===== src/rtl/spi_burst_pkg.sv =====
// Shared FSM type and Wishbone registered-feedback constants for the SPI burst reader
// and the SPI SRAM controller it feeds from.
package spi_burst_pkg;

  typedef enum logic [1:0] {
    StIdle,
    StReq,
    StGap,
    StDrain
  } state_e;

  localparam logic [2:0] INCR_BURST   = 3'b010;
  localparam logic [2:0] END_OF_BURST = 3'b111;
  localparam logic [1:0] BTE_LINEAR   = 2'b00;

endpackage


===== src/rtl/sync_fifo.sv =====
// Small first-word-fall-through FIFO with occupancy count and synchronous flush.
module sync_fifo #(
  parameter int unsigned WIDTH = 8,
  parameter int unsigned DEPTH = 4
) (
  input  logic                     clk_i,
  input  logic                     rst_ni,
  input  logic                     flush_i,
  input  logic                     push_i,
  input  logic [WIDTH-1:0]         wdata_i,
  input  logic                     pop_i,
  output logic [WIDTH-1:0]         rdata_o,
  output logic [$clog2(DEPTH):0]   count_o,
  output logic                     full_o,
  output logic                     empty_o
);

  localparam int unsigned PtrW = $clog2(DEPTH);
  localparam int unsigned CntW = PtrW + 1;

  logic [WIDTH-1:0] mem_q [DEPTH];
  logic [PtrW-1:0]  wr_ptr_q, rd_ptr_q;
  logic [CntW-1:0]  count_q;
  logic             do_push, do_pop;

  assign full_o  = (count_q == CntW'(DEPTH));
  assign empty_o = (count_q == '0);
  assign count_o = count_q;
  assign rdata_o = mem_q[rd_ptr_q];

  assign do_push = push_i && !full_o;
  assign do_pop  = pop_i && !empty_o;

  // DEPTH is a power of two, so pointers wrap naturally.
  always_ff @(posedge clk_i or negedge rst_ni) begin
    if (!rst_ni) begin
      wr_ptr_q <= '0;
      rd_ptr_q <= '0;
      count_q  <= '0;
    end else if (flush_i) begin
      wr_ptr_q <= '0;
      rd_ptr_q <= '0;
      count_q  <= '0;
    end else begin
      if (do_push) wr_ptr_q <= wr_ptr_q + PtrW'(1);
      if (do_pop)  rd_ptr_q <= rd_ptr_q + PtrW'(1);
      if (do_push && !do_pop)      count_q <= count_q + CntW'(1);
      else if (!do_push && do_pop) count_q <= count_q - CntW'(1);
    end
  end

  always_ff @(posedge clk_i) begin
    if (do_push && !flush_i) mem_q[wr_ptr_q] <= wdata_i;
  end

endmodule


===== src/rtl/spi_burst_reader.sv =====
// Wishbone incrementing-burst read master that streams bytes through a small FIFO,
// ending each burst early whenever the FIFO could otherwise overflow.
module spi_burst_reader
  import spi_burst_pkg::*;
#(
  parameter int unsigned ADDR_WIDTH = 24,
  parameter int unsigned LEN_WIDTH  = 16,
  parameter int unsigned DEPTH      = 4
) (
  input  logic                  clk_i,
  input  logic                  rst_ni,
  input  logic                  start_i,
  input  logic [ADDR_WIDTH-1:0] addr_i,
  input  logic [LEN_WIDTH-1:0]  len_i,
  input  logic                  abort_i,
  output logic                  busy_o,
  output logic                  done_o,
  output logic                  err_o,
  output logic                  cyc_o,
  output logic                  stb_o,
  output logic [ADDR_WIDTH-1:0] adr_o,
  output logic                  we_o,
  output logic [7:0]            dat_o,
  output logic [2:0]            cti_o,
  output logic [1:0]            bte_o,
  input  logic                  ack_i,
  input  logic                  err_i,
  input  logic [7:0]            dat_i,
  output logic [7:0]            data_o,
  output logic                  valid_o,
  input  logic                  ready_i
);

  localparam int unsigned CntW = $clog2(DEPTH) + 1;
  localparam logic [CntW-1:0] LastFree = CntW'(DEPTH - 1);

  state_e                state_q;
  logic [ADDR_WIDTH-1:0] adr_q;
  logic [LEN_WIDTH-1:0]  remaining_q;
  logic                  cyc_q, busy_q, done_q, err_q;

  logic [CntW-1:0] fifo_count;
  logic            fifo_full, fifo_empty;
  logic            push, pop, flush, bus_err, end_of_burst;

  assign bus_err = cyc_q && err_i;
  assign push    = cyc_q && ack_i && !err_i && !abort_i;
  assign pop     = valid_o && ready_i;
  assign flush   = abort_i || bus_err;

  // Ending when one slot is left guarantees room for the byte being acked now.
  assign end_of_burst = (remaining_q == LEN_WIDTH'(1)) || (fifo_count >= LastFree);

  assign cyc_o   = cyc_q;
  assign stb_o   = cyc_q;
  assign adr_o   = adr_q;
  assign we_o    = 1'b0;
  assign dat_o   = 8'h00;
  assign cti_o   = (cyc_q && end_of_burst) ? END_OF_BURST : INCR_BURST;
  assign bte_o   = BTE_LINEAR;
  assign busy_o  = busy_q;
  assign done_o  = done_q;
  assign err_o   = err_q;
  assign valid_o = !fifo_empty;

  always_ff @(posedge clk_i or negedge rst_ni) begin
    if (!rst_ni) begin
      state_q     <= StIdle;
      adr_q       <= '0;
      remaining_q <= '0;
      cyc_q       <= 1'b0;
      busy_q      <= 1'b0;
      done_q      <= 1'b0;
      err_q       <= 1'b0;
    end else begin
      done_q <= 1'b0;
      if (abort_i) begin
        state_q <= StIdle;
        cyc_q   <= 1'b0;
        busy_q  <= 1'b0;
      end else begin
        unique case (state_q)
          StIdle: begin
            if (start_i) begin
              if (len_i == '0) begin
                done_q <= 1'b1;
              end else begin
                adr_q       <= addr_i;
                remaining_q <= len_i;
                busy_q      <= 1'b1;
                err_q       <= 1'b0;
                state_q     <= StGap;
              end
            end
          end
          StGap: begin
            if (!fifo_full) begin
              cyc_q   <= 1'b1;
              state_q <= StReq;
            end
          end
          StReq: begin
            if (err_i) begin
              err_q   <= 1'b1;
              cyc_q   <= 1'b0;
              busy_q  <= 1'b0;
              state_q <= StIdle;
            end else if (ack_i) begin
              adr_q       <= adr_q + ADDR_WIDTH'(1);
              remaining_q <= remaining_q - LEN_WIDTH'(1);
              if (end_of_burst) begin
                cyc_q   <= 1'b0;
                state_q <= (remaining_q == LEN_WIDTH'(1)) ? StDrain : StGap;
              end
            end
          end
          StDrain: begin
            if (pop && fifo_count == CntW'(1)) begin
              done_q  <= 1'b1;
              busy_q  <= 1'b0;
              state_q <= StIdle;
            end
          end
          default: state_q <= StIdle;
        endcase
      end
    end
  end

  sync_fifo #(
    .WIDTH(8),
    .DEPTH(DEPTH)
  ) u_fifo (
    .clk_i  (clk_i),
    .rst_ni (rst_ni),
    .flush_i(flush),
    .push_i (push),
    .wdata_i(dat_i),
    .pop_i  (pop),
    .rdata_o(data_o),
    .count_o(fifo_count),
    .full_o (fifo_full),
    .empty_o(fifo_empty)
  );

endmodule


===== config.mk =====
export PLATFORM = sky130hd
export DESIGN_NAME = spi_burst_reader
export DESIGN_NICKNAME = d
export VERILOG_FILES = /design/src/rtl/spi_burst_pkg.sv /design/src/rtl/sync_fifo.sv /design/src/rtl/spi_burst_reader.sv
export SDC_FILE = /design/constraint.sdc
export NUM_CORES = 1
export LEC_CHECK = 0
export ABC_AREA = 1
export CAP_MARGIN = 15
export CORE_MARGIN = 1.5
export CORE_UTILIZATION = 40
export CTS_CLUSTER_DIAMETER = 100
export CTS_CLUSTER_SIZE = 30
export DETAILED_ROUTE_END_ITERATION = 16
export PLACE_DENSITY = 0.71
export SYNTH_ARGS = -nofsm -noshare
export SYNTH_HDL_FRONTEND = slang
export SYNTH_SLANG_ARGS = --single-unit

===== constraint.sdc =====
create_clock -name clk_i -period 2.5 [get_ports clk_i]
set_input_delay 0.5 -clock clk_i [delete_from_list [all_inputs] [get_ports clk_i]]
set_output_delay 0.5 -clock clk_i [all_outputs]
set_load 0.02 [all_outputs]

==> results.txt, run 1 <==
status: completed
Reg2Reg Setup Slack: 0.44 ns
worst-skew pair later-pin latency: 0.35 ns
mean post-synth cell area: 7.511 sq um
critical path peak fanout: 17
RSZ-0062 raised after global routing: yes
# port buffers: 94
CTS tree: yes
worst setup margin: 0.06342 ns
wire per inst: 13.55 um
synthesized flop and latch total: 85
Final setup viols: 0
YS warnings: 0
VDD IR max: 0.0006425 V
post-synth top area share: 25.26%
startpoint types: flop
post-route ant nets: 0
Fmax: 410.4 MHz
vias in the first global route: 4536
DR vias/cell: 4.933
Initial Util: 41.27%
min cycle time layout: 2.437 ns
setup_tns: 0 ns
initial antenna violation count: 0
slew at the pin with the worst max-slew slack: 0.7203 ns
CTS sink cnt: 85
diode count: 0
area post-placement: 6320 sq um
clock-pin slew on the worst setup and hold paths: 0.07 ns
routability cong.: 0.8779
RR Startpoint: state_q[0]
Pre-antenna DRT Iters: 5
sequential area share after synthesis: 43.57%
Setup WS pre-CTS: 0.1173 ns
Site Rows: 41
CTS Buffer Depth: 2
total track usage: 19.59%
number of max-cap violations: 0
CP arrival: 1.94 ns
synth cell count leaders: nand2_1, nor2_1, dfrtp_1
Worst setup EP type: output port
Final Max Tran Viols: 0
Mapped Area: 5250 sq um
leading area contributor after synthesis: dfrtp_1
grt ovf: 0
most numerous cell in the Yosys netlist: nand2_1
nets@finish: 872
Cells after Synth: 699
depth of the most critical reg-to-reg path: 9
post-synthesis cell type count: 41
P_leak: 2.889 nW
clk root buf: clkbuf_16
WS Path Type: reg -> out
initial DRC count: 339
I/O pins: 107
WL final: 13.24 mm
pin count of the biggest net entering global routing: 58
area of the core: 12720 sq um
Hold WC Path Type: in -> async
DIE AREA: 13820 sq um
hpwl dp: 9.288 mm
die width: 117.6 um
Crit path required time: 2.00 ns
share of cells above drive strength 1: 8.447%
DR vias: 4820
Tcrit/Tclk final: 97.46%
drt drc: 0
top_reg_cell synth: dfrtp_1
die height: 117.6 um
first-pass GRT wire length: 21.96 mm
ys async rst share: 62.35%
synth top area cells: dfrtp_1, edfxtp_1, nand2_1
Fin. Hold Viols: 0
reg-to-reg critical path endpoint: adr_o[2]
max_slew headroom: 51.98%
Worst Clk Skew: 0.01247 ns
Final Cell Area: 6690 sq um
Hold Buf Count CTS: 0
Pwr Density: 1071 nW/um^2
Num CTS Buffers: 9
number of synthesized flops with an enable pin: 32
H-tree depth: 3
Syn-to-layout area delta: 27.43%
logic make-up after synthesis:
group / count (synthesis) / synth area share [%]
other cells: 2 / 0.1430
xor+xnor: 11 / 1.835
flops: 85 / 43.57
fa+ha+maj: 17 / 4.051
compound gates: 90 / 9.533
simple gates: 407 / 32.77
buf+inv: 87 / 8.103
critical path, stage by stage, from the launching register on:
cell and delay, ns:
dfrtp_2 0.43, buf_4 0.24, o21ai_0 0.12, o22ai_1 0.17, clkdlybuf4s50_1 0.63
cell usage in the layout (no fill, tap or decap), types with 7 or more instances in the layout:
| cell type | count |
|---|---|
| nand2_1 | 185 |
| nor2_1 | 134 |
| clkdlybuf4s50_1 | 87 |
| dfrtp_1 | 52 |
| o21ai_0 | 48 |
| nand3_1 | 48 |
| inv_1 | 41 |
| edfxtp_1 | 32 |
| buf_4 | 21 |
| ha_1 | 16 |
| o21ai_1 | 15 |
| nand4_1 | 12 |
| conb_1 | 12 |
| o22ai_1 | 10 |
| clkbuf_16 | 9 |
| inv_2 | 8 |
| xor2_1 | 7 |
layer usage:
layer,vias up,wire (um),GRT usage (%)
li1,2458,-,-
met4,0,142,5.564
met5,-,0,0
met1,2197,6154,26.13
met2,148,6263,32.90
met3,17,681,3.343
how the worst max path moves through the flow:
stage                       startpoint         to  slack [ns]  cells after the start
floorplan               remaining_q[1]   cti_o[2]        0.37                      7
global placement        remaining_q[1]   cti_o[2]        0.19                      7
detailed placement      remaining_q[7]   cti_o[2]        0.12                      6
CTS                 u_fifo.rd_ptr_q[0]  data_o[0]        0.02                      4
global route            remaining_q[1]   cti_o[0]      -0.008                      7
finish              u_fifo.rd_ptr_q[0]  data_o[1]        0.06                      4
sequential cells by signal, indices dropped and copies added (netlist names):
signal / cells
u_fifo.wr_ptr_q: 2
u_fifo.rd_ptr_q: 2
err_o: 1
state_q: 2
cyc_o: 1
remaining_q: 16
done_o: 1
busy_o: 1
u_fifo.count_o: 3
u_fifo.mem_q: 32
adr_o: 24
report_power, final:
part	switching, W	total [W]	internal (W)
combinational	0.00208	0.00347	0.00140
sequential	0.000511	0.00235	0.00184
clock	0.000626	0.00133	0.000708
cell type report:
class                           instances  area (sq um)
Clock buffer                            9         225.2
Clock inverter                          7         78.83
Fill cell                            1230          6032
Inverter                               51         195.2
Multi-Input combinational cell        537          2577
Sequential cell                        85          2288
Tap cell                              172         215.2
Timing Repair Buffer                  115          1102
Timing Repair inverter                  1         7.507
timing repair:
item | in CTS | in global routing
hold endpoints to repair | 0 | 0
setup buffers | 4 | 2
endpoints found under the setup margin | 10 | 9
resized for setup | 3 | 10
gates cloned | 0 | 1
per-stage QoR:
| step | utilization, % | std cells | hold slack [ns] | total power (W) |
|---|---|---|---|---|
| 4_1_cts | 52.31 | 974 | 0.3195 | 0.007164 |
| 2_1_floorplan | - | 709 | 0.2044 | 0.004615 |
| 3_3_place_gp | 49.68 | 954 | 0.4719 | 0.005724 |
| 5_1_grt | 52.59 | 977 | 0.3509 | 0.007695 |
| 6_report | 52.59 | 977 | 0.2797 | 0.007163 |
| 3_5_place_dp | 49.68 | 954 | 0.4719 | 0.005767 |
Note: power is estimated with default switching activity, not from simulation.
==> inputs of run 2 (changes only) <==
--- a/config.mk
+++ b/config.mk
@@ -9,6 +9,7 @@
 export CAP_MARGIN = 15
 export CORE_MARGIN = 1.5
 export CORE_UTILIZATION = 40
+export CTS_BUF_LIST = sky130_fd_sc_hd__clkbuf_4 sky130_fd_sc_hd__clkbuf_8
 export CTS_CLUSTER_DIAMETER = 100
 export CTS_CLUSTER_SIZE = 30
 export DETAILED_ROUTE_END_ITERATION = 16
==> results.txt, run 2 (synthesis results as in run 1) <==
CP Launch Point: u_fifo.count_o[0]
WL final: 13.14 mm (-0.76%)
H-tree depth: 3 (unchanged)
Tcrit/Tclk final: 93.05% (-4.4 points)
DR vias/cell: 4.941 (+0.15%)
Final setup viols: 0 (unchanged)
max_slew headroom: 51.68% (-0.30 points)
die height: 117.6 um (unchanged)
Worst setup EP type: output port
CTS Buffer Depth: 2 (unchanged)
CTS sink cnt: 85 (unchanged)
startpoint types: flop
Final Max Tran Viols: 0 (unchanged)
min cycle time layout: 2.326 ns (-0.1104 ns)
RR Startpoint: state_q[0]
DR vias: 4837 (+0.35%)
drt drc: 0 (unchanged)
Fin. Hold Viols: 0 (unchanged)
clock-pin slew on the worst setup and hold paths: 0.10 ns (+0.03 ns)
area of the core: 12720 sq um (unchanged)
Pre-antenna DRT Iters: 5 (unchanged)
largest register by flop count: u_fifo.mem_q
post-route ant nets: 0 (unchanged)
number of max-cap violations: 0 (unchanged)
die width: 117.6 um (unchanged)
Worst Clk Skew: 0.01610 ns (+0.003637 ns)
Layout fillers: 1247 (+1.4%)
clk root buf: clkbuf_8
routability cong.: 0.8779 (unchanged)
RSZ-0062 raised after global routing: no
Sequential Area: 2288 sq um (unchanged)
crit path max-delay cell type: clkdlybuf4s50_1
Worst path max stage delay: 0.60 ns (-0.03 ns)
Crit path required time: 2.00 ns (about the same)
WS Path Type: reg -> out
Fmax: 429.9 MHz (+4.7%)
CP top delay family: buffers and inverters
max reg flops: 32 (unchanged)
hpwl dp: 9.288 mm (unchanged)
Num CTS Buffers: 9 (unchanged)
grt ovf: 0 (unchanged)
Syn-to-layout area delta: 25.74%
worst-skew pair later-pin latency: 0.36 ns (about the same)
most common cell after layout, fill and taps aside: nand2_1
wire per inst: 13.42 um (-0.96%)
pin count of the biggest net entering global routing: 58 (unchanged)
Hold WC Path Type: in -> async
initial antenna violation count: 0 (unchanged)
status: completed
share of cells above drive strength 1: 8.922% (+0.47 points)
total track usage: 19.42% (-0.18 points)
Initial Util: 41.27% (unchanged)
P_leak: 2.875 nW (-0.47%)
critical path peak fanout: 5 (-12)
commonest non-fill, non-tap cells in the layout: nand2_1, nor2_1, clkdlybuf4s50_1, dfrtp_1, nand3_1
diode count: 0 (unchanged)
initial DRC count: 318 (-6.2%)
vias in the first global route: 4536 (unchanged)
Buf/Inv on CP: 2 (unchanged)
VDD IR max: 0.0005619 V (-13%)
multi-input logic area: 2577 sq um (unchanged)
Hold Buf Count CTS: 0 (unchanged)
nets@finish: 874 (+0.23%)
first-pass GRT wire length: 21.83 mm (-0.56%)
DIE AREA: 13820 sq um (unchanged)
CP cell instances: inv_1, ha_1, nand2_2, clkdlybuf4s50_1
CTS tree: yes
slew at the pin with the worst max-slew slack: 0.7249 ns (+0.004515 ns)
CP arrival: 1.83 ns (-0.11 ns)
I/O pins: 107 (unchanged)
utilization after layout: 51.89% (-0.70 points)
setup_tns: 0 ns (unchanged)
Site Rows: 41 (unchanged)
Pwr Density: 1030 nW/um^2 (-3.8%)
# port buffers: 94 (unchanged)
## run 2: cell types whose count changed in the layout (fill, tap and decap cells not counted), moves of 2 or more
| cell | previous run | this run |
|---|---|---|
| buf_4 | 21 | 23 |
| clkbuf_16 | 9 | 0 |
| clkbuf_2 | 0 | 2 |
| clkbuf_8 | 0 | 9 |
| clkdlybuf4s50_1 | 87 | 83 |
| dlymetal6s2s_1 | 4 | 7 |
## run 2: area by class of cell
type | count | share of cell area [%]
Multi-Input combinational cell | 537 | 39.04
Inverter | 51 | 2.957
Timing Repair inverter | 1 | 0.1137
Timing Repair Buffer | 117 | 16.89
Tap cell | 172 | 3.260
Clock inverter | 7 | 1.194
Clock buffer | 9 | 1.876
Sequential cell | 85 | 34.67
## run 2: final timing paths
| check | endpoint | cells past startpoint | slack, ns |
|---|---|---|---|
| worst max register to register | adr_o[2] | 9 | 0.45 |
| min in group clk_i | err_o | 2 | 0.50 |
| max in group asynchronous | u_fifo.rd_ptr_q[0] | 2 | 1.73 |
| worst min register to register | err_o | 2 | 0.50 |
| worst max-delay path | valid_o | 4 | 0.17 |
| worst min-delay path | done_o | 2 | 0.26 |
## run 2: power by group
part           internal (W)  switching (W)  leakage [nW]  total, W
combinational       0.00140        0.00208          1.83   0.00347
clock              0.000395       0.000580         0.102  0.000976
sequential          0.00184       0.000508         0.948   0.00235
total               0.00363        0.00317          2.88   0.00680
## run 2: what timing repair did
action / in CTS / in global routing
hold endpoints to repair: 0 / 0
endpoints found under the setup margin: 10 / 9
cloned: 0 / 1
setup buffers: 4 / 4
resized for setup: 5 / 16
## run 2: per-stage QoR
step / total power (W) / hold WS (ns) / worst slack [ns] / instances / instance area [sq um]
final: 0.006798 / 0.2603 / 0.1739 / 979 / 6601
after global routing: 0.007336 / 0.3123 / 0.07985 / 979 / 6601
after CTS: 0.006793 / 0.2802 / 0.004871 / 974 / 6553
after detailed placement: 0.005767 / 0.4719 / 0.1173 / 954 / 6320
after global placement: 0.005724 / 0.4719 / 0.1886 / 954 / 6320
after floorplan: 0.004615 / 0.2044 / 0.3700 / 709 / 5288
## run 2: per-layer routing
layer  GRT usage (%)  wire length, um  vias to the layer above
met5               0                0                        -
met4           5.030              167                        0
met3           3.537              823                       21
met2           32.28             6118                      169
met1           26.23             6032                     2185
li1                -                -                     2462
==> inputs of run 3 (changes only) <==
==> constraint.sdc (replaced) <==
create_clock -name clk_i -period 2.3 [get_ports clk_i]
set_input_delay 0.46 -clock clk_i [delete_from_list [all_inputs] [get_ports clk_i]]
set_output_delay 0.46 -clock clk_i [all_outputs]
set_load 0.02 [all_outputs]
==> results.txt, run 3 (synthesis results as in run 1) <==
Layout fillers: 1262 (+1.2%)
Buf/Inv on CP: 1 (-1)
clock-pin slew on the worst setup and hold paths: 0.10 ns (about the same)
CTS sink cnt: 85 (unchanged)
Initial Util: 41.27% (unchanged)
largest register by flop count: u_fifo.mem_q
CP Launch Point: remaining_q[6]
min cycle time layout: 2.133 ns
Worst Clk Skew: 0.01278 ns (-0.003325 ns)
initial DRC count: 276 (-13%)
Hold WC Path Type: in -> async
Worst path max stage delay: 0.42 ns (-0.18 ns)
die height: 117.6 um (unchanged)
WHS: 0.07537 ns (-0.1850 ns)
first-pass GRT wire length: 21.89 mm (+0.28%)
slew at the pin with the worst max-slew slack: 0.5813 ns (-0.1435 ns)
routability cong.: 0.8876 (+1.1%)
clk root buf: clkbuf_8
Fmax: 468.9 MHz
Worst setup EP type: output port
Final Max Tran Viols: 0 (unchanged)
DR vias: 4767 (-1.4%)
hpwl dp: 9.142 mm (-1.6%)
RSZ-0062 raised after global routing: no
pin count of the biggest net entering global routing: 58 (unchanged)
WS Path Type: reg -> out
worst setup margin: 0.1673 ns (-0.006602 ns)
Fin. Hold Viols: 0 (unchanged)
max_slew headroom: 61.24% (+9.6 points)
Syn-to-layout area delta: 26.22%
DR vias/cell: 4.845 (-1.9%)
# port buffers: 94 (unchanged)
Pwr Density: 1127 nW/um^2 (+9.5%)
die width: 117.6 um (unchanged)
H-tree depth: 3 (unchanged)
VDD IR max: 0.0005958 V (+6.0%)
status: completed
I/O pins: 107 (unchanged)
max reg flops: 32 (unchanged)
CP Depth: 6 (+2)
Reg2Reg Setup Slack: 0.23 ns (-0.22 ns)
number of max-cap violations: 0 (unchanged)
nets@finish: 879 (+0.57%)
total track usage: 19.35% (-0.066 points)
commonest non-fill, non-tap cells in the layout: nand2_1, nor2_1, clkdlybuf4s50_1, dfrtp_1, o21ai_0
Power Total: 0.007469 W (+9.9%)
Crit path required time: 1.84 ns (-0.16 ns)
vias in the first global route: 4614 (+1.7%)
CTS tree: yes
Final setup viols: 0 (unchanged)
Tcrit/Tclk final: 92.73%
reg-to-reg critical path endpoint: adr_o[5]
Sequential Area: 2287 sq um (about the same)
utilization after layout: 52.09% (+0.20 points)
WL final: 12.89 mm (-1.9%)
depth of the most critical reg-to-reg path: 9 (unchanged)
grt ovf: 0 (unchanged)
Num CTS Buffers: 9 (unchanged)
DIE AREA: 13820 sq um (unchanged)
worst-skew pair later-pin latency: 0.37 ns (about the same)
initial antenna violation count: 0 (unchanged)
crit path max-delay cell type: dfrtp_1
RR Startpoint: state_q[0]
share of cells above drive strength 1: 9.236% (+0.31 points)
CP cell instances: nor2_1, nand2_1, nor2_1, nand2_1, a21boi_1, clkbuf_2
multi-input logic area: 2577 sq um (unchanged)
P_leak: 2.876 nW (about the same)
drt drc: 0 (unchanged)
Pre-antenna DRT Iters: 5 (unchanged)
wire per inst: 13.10 um (-2.4%)
Site Rows: 41 (unchanged)
Setup WS pre-CTS: 0.007358 ns (-0.1100 ns)
startpoint types: flop
post-route ant nets: 0 (unchanged)
CP top delay family: simple AND/OR/NAND/NOR gates
setup_tns: 0 ns (unchanged)
Hold Buf Count CTS: 0 (unchanged)
CTS Buffer Depth: 2 (unchanged)
area of the core: 12720 sq um (unchanged)
CP arrival: 1.67 ns (-0.16 ns)
most common cell after layout, fill and taps aside: nand2_1
Critical path destination: cti_o[0]
critical path peak fanout: 3 (-2)
diode count: 0 (unchanged)
## run 3: cell count changes in the layout (fill, tap and decap cells not counted), sizes merged, moves of 4 or more
cell,before,now
dlygate4sd2,1,8
dlymetal6s2s,7,1
buf,24,30
inv,52,56
clkinv,5,1
## run 3: layer usage
metal  GRT usage [%]  wire length [um]  vias up
met5               0                 0        -
met3           3.973               767       12
li1                -                 -     2474
met2           31.84              6036      144
met1           26.39              5928     2137
met4           4.345               156        0
## run 3: worst min-delay path by stage
stage | from | endpoint | slack (ns)
6_report | rst_ni | u_fifo.wr_ptr_q[1] | 0.08
5_1_grt | rst_ni | u_fifo.rd_ptr_q[1] | 0.09
4_1_cts | rst_ni | remaining_q[13] | 0.08
3_5_place_dp | rst_ni | done_o | 0.48
3_3_place_gp | err_o | err_o | 0.47
2_1_floorplan | rst_ni | adr_o[0] | 0.16
## run 3: cell type report
| cell class | instances | share of cell area, % |
|---|---|---|
| Multi-Input combinational cell | 537 | 38.90 |
| Sequential cell | 85 | 34.52 |
| Timing Repair Buffer | 123 | 17.52 |
| Tap cell | 172 | 3.248 |
| Inverter | 51 | 2.889 |
| Clock buffer | 9 | 1.869 |
| Clock inverter | 7 | 1.057 |
## run 3: per-stage QoR
stage,std cells,area [sq um]
after floorplan,709,5288
after global placement,968,6450
after detailed placement,968,6450
after CTS,984,6634
after global routing,984,6626
final,984,6626
## run 3: what timing repair did
| item | in CTS | in global routing |
|---|---|---|
| buffers inserted | 0 | 0 |
| resized for setup | 14 | 3 |
| cloned | 0 | 0 |
| endpoints found under the setup margin | 10 | 3 |
## run 3: power breakdown
| part | switching [W] | leakage, nW | internal (W) |
|---|---|---|---|
| sequential | 0.000491 | 0.950 | 0.00200 |
| combinational | 0.00232 | 1.83 | 0.00160 |
| clock | 0.000632 | 0.0981 | 0.000430 |
| total | 0.00344 | 2.88 | 0.00403 |
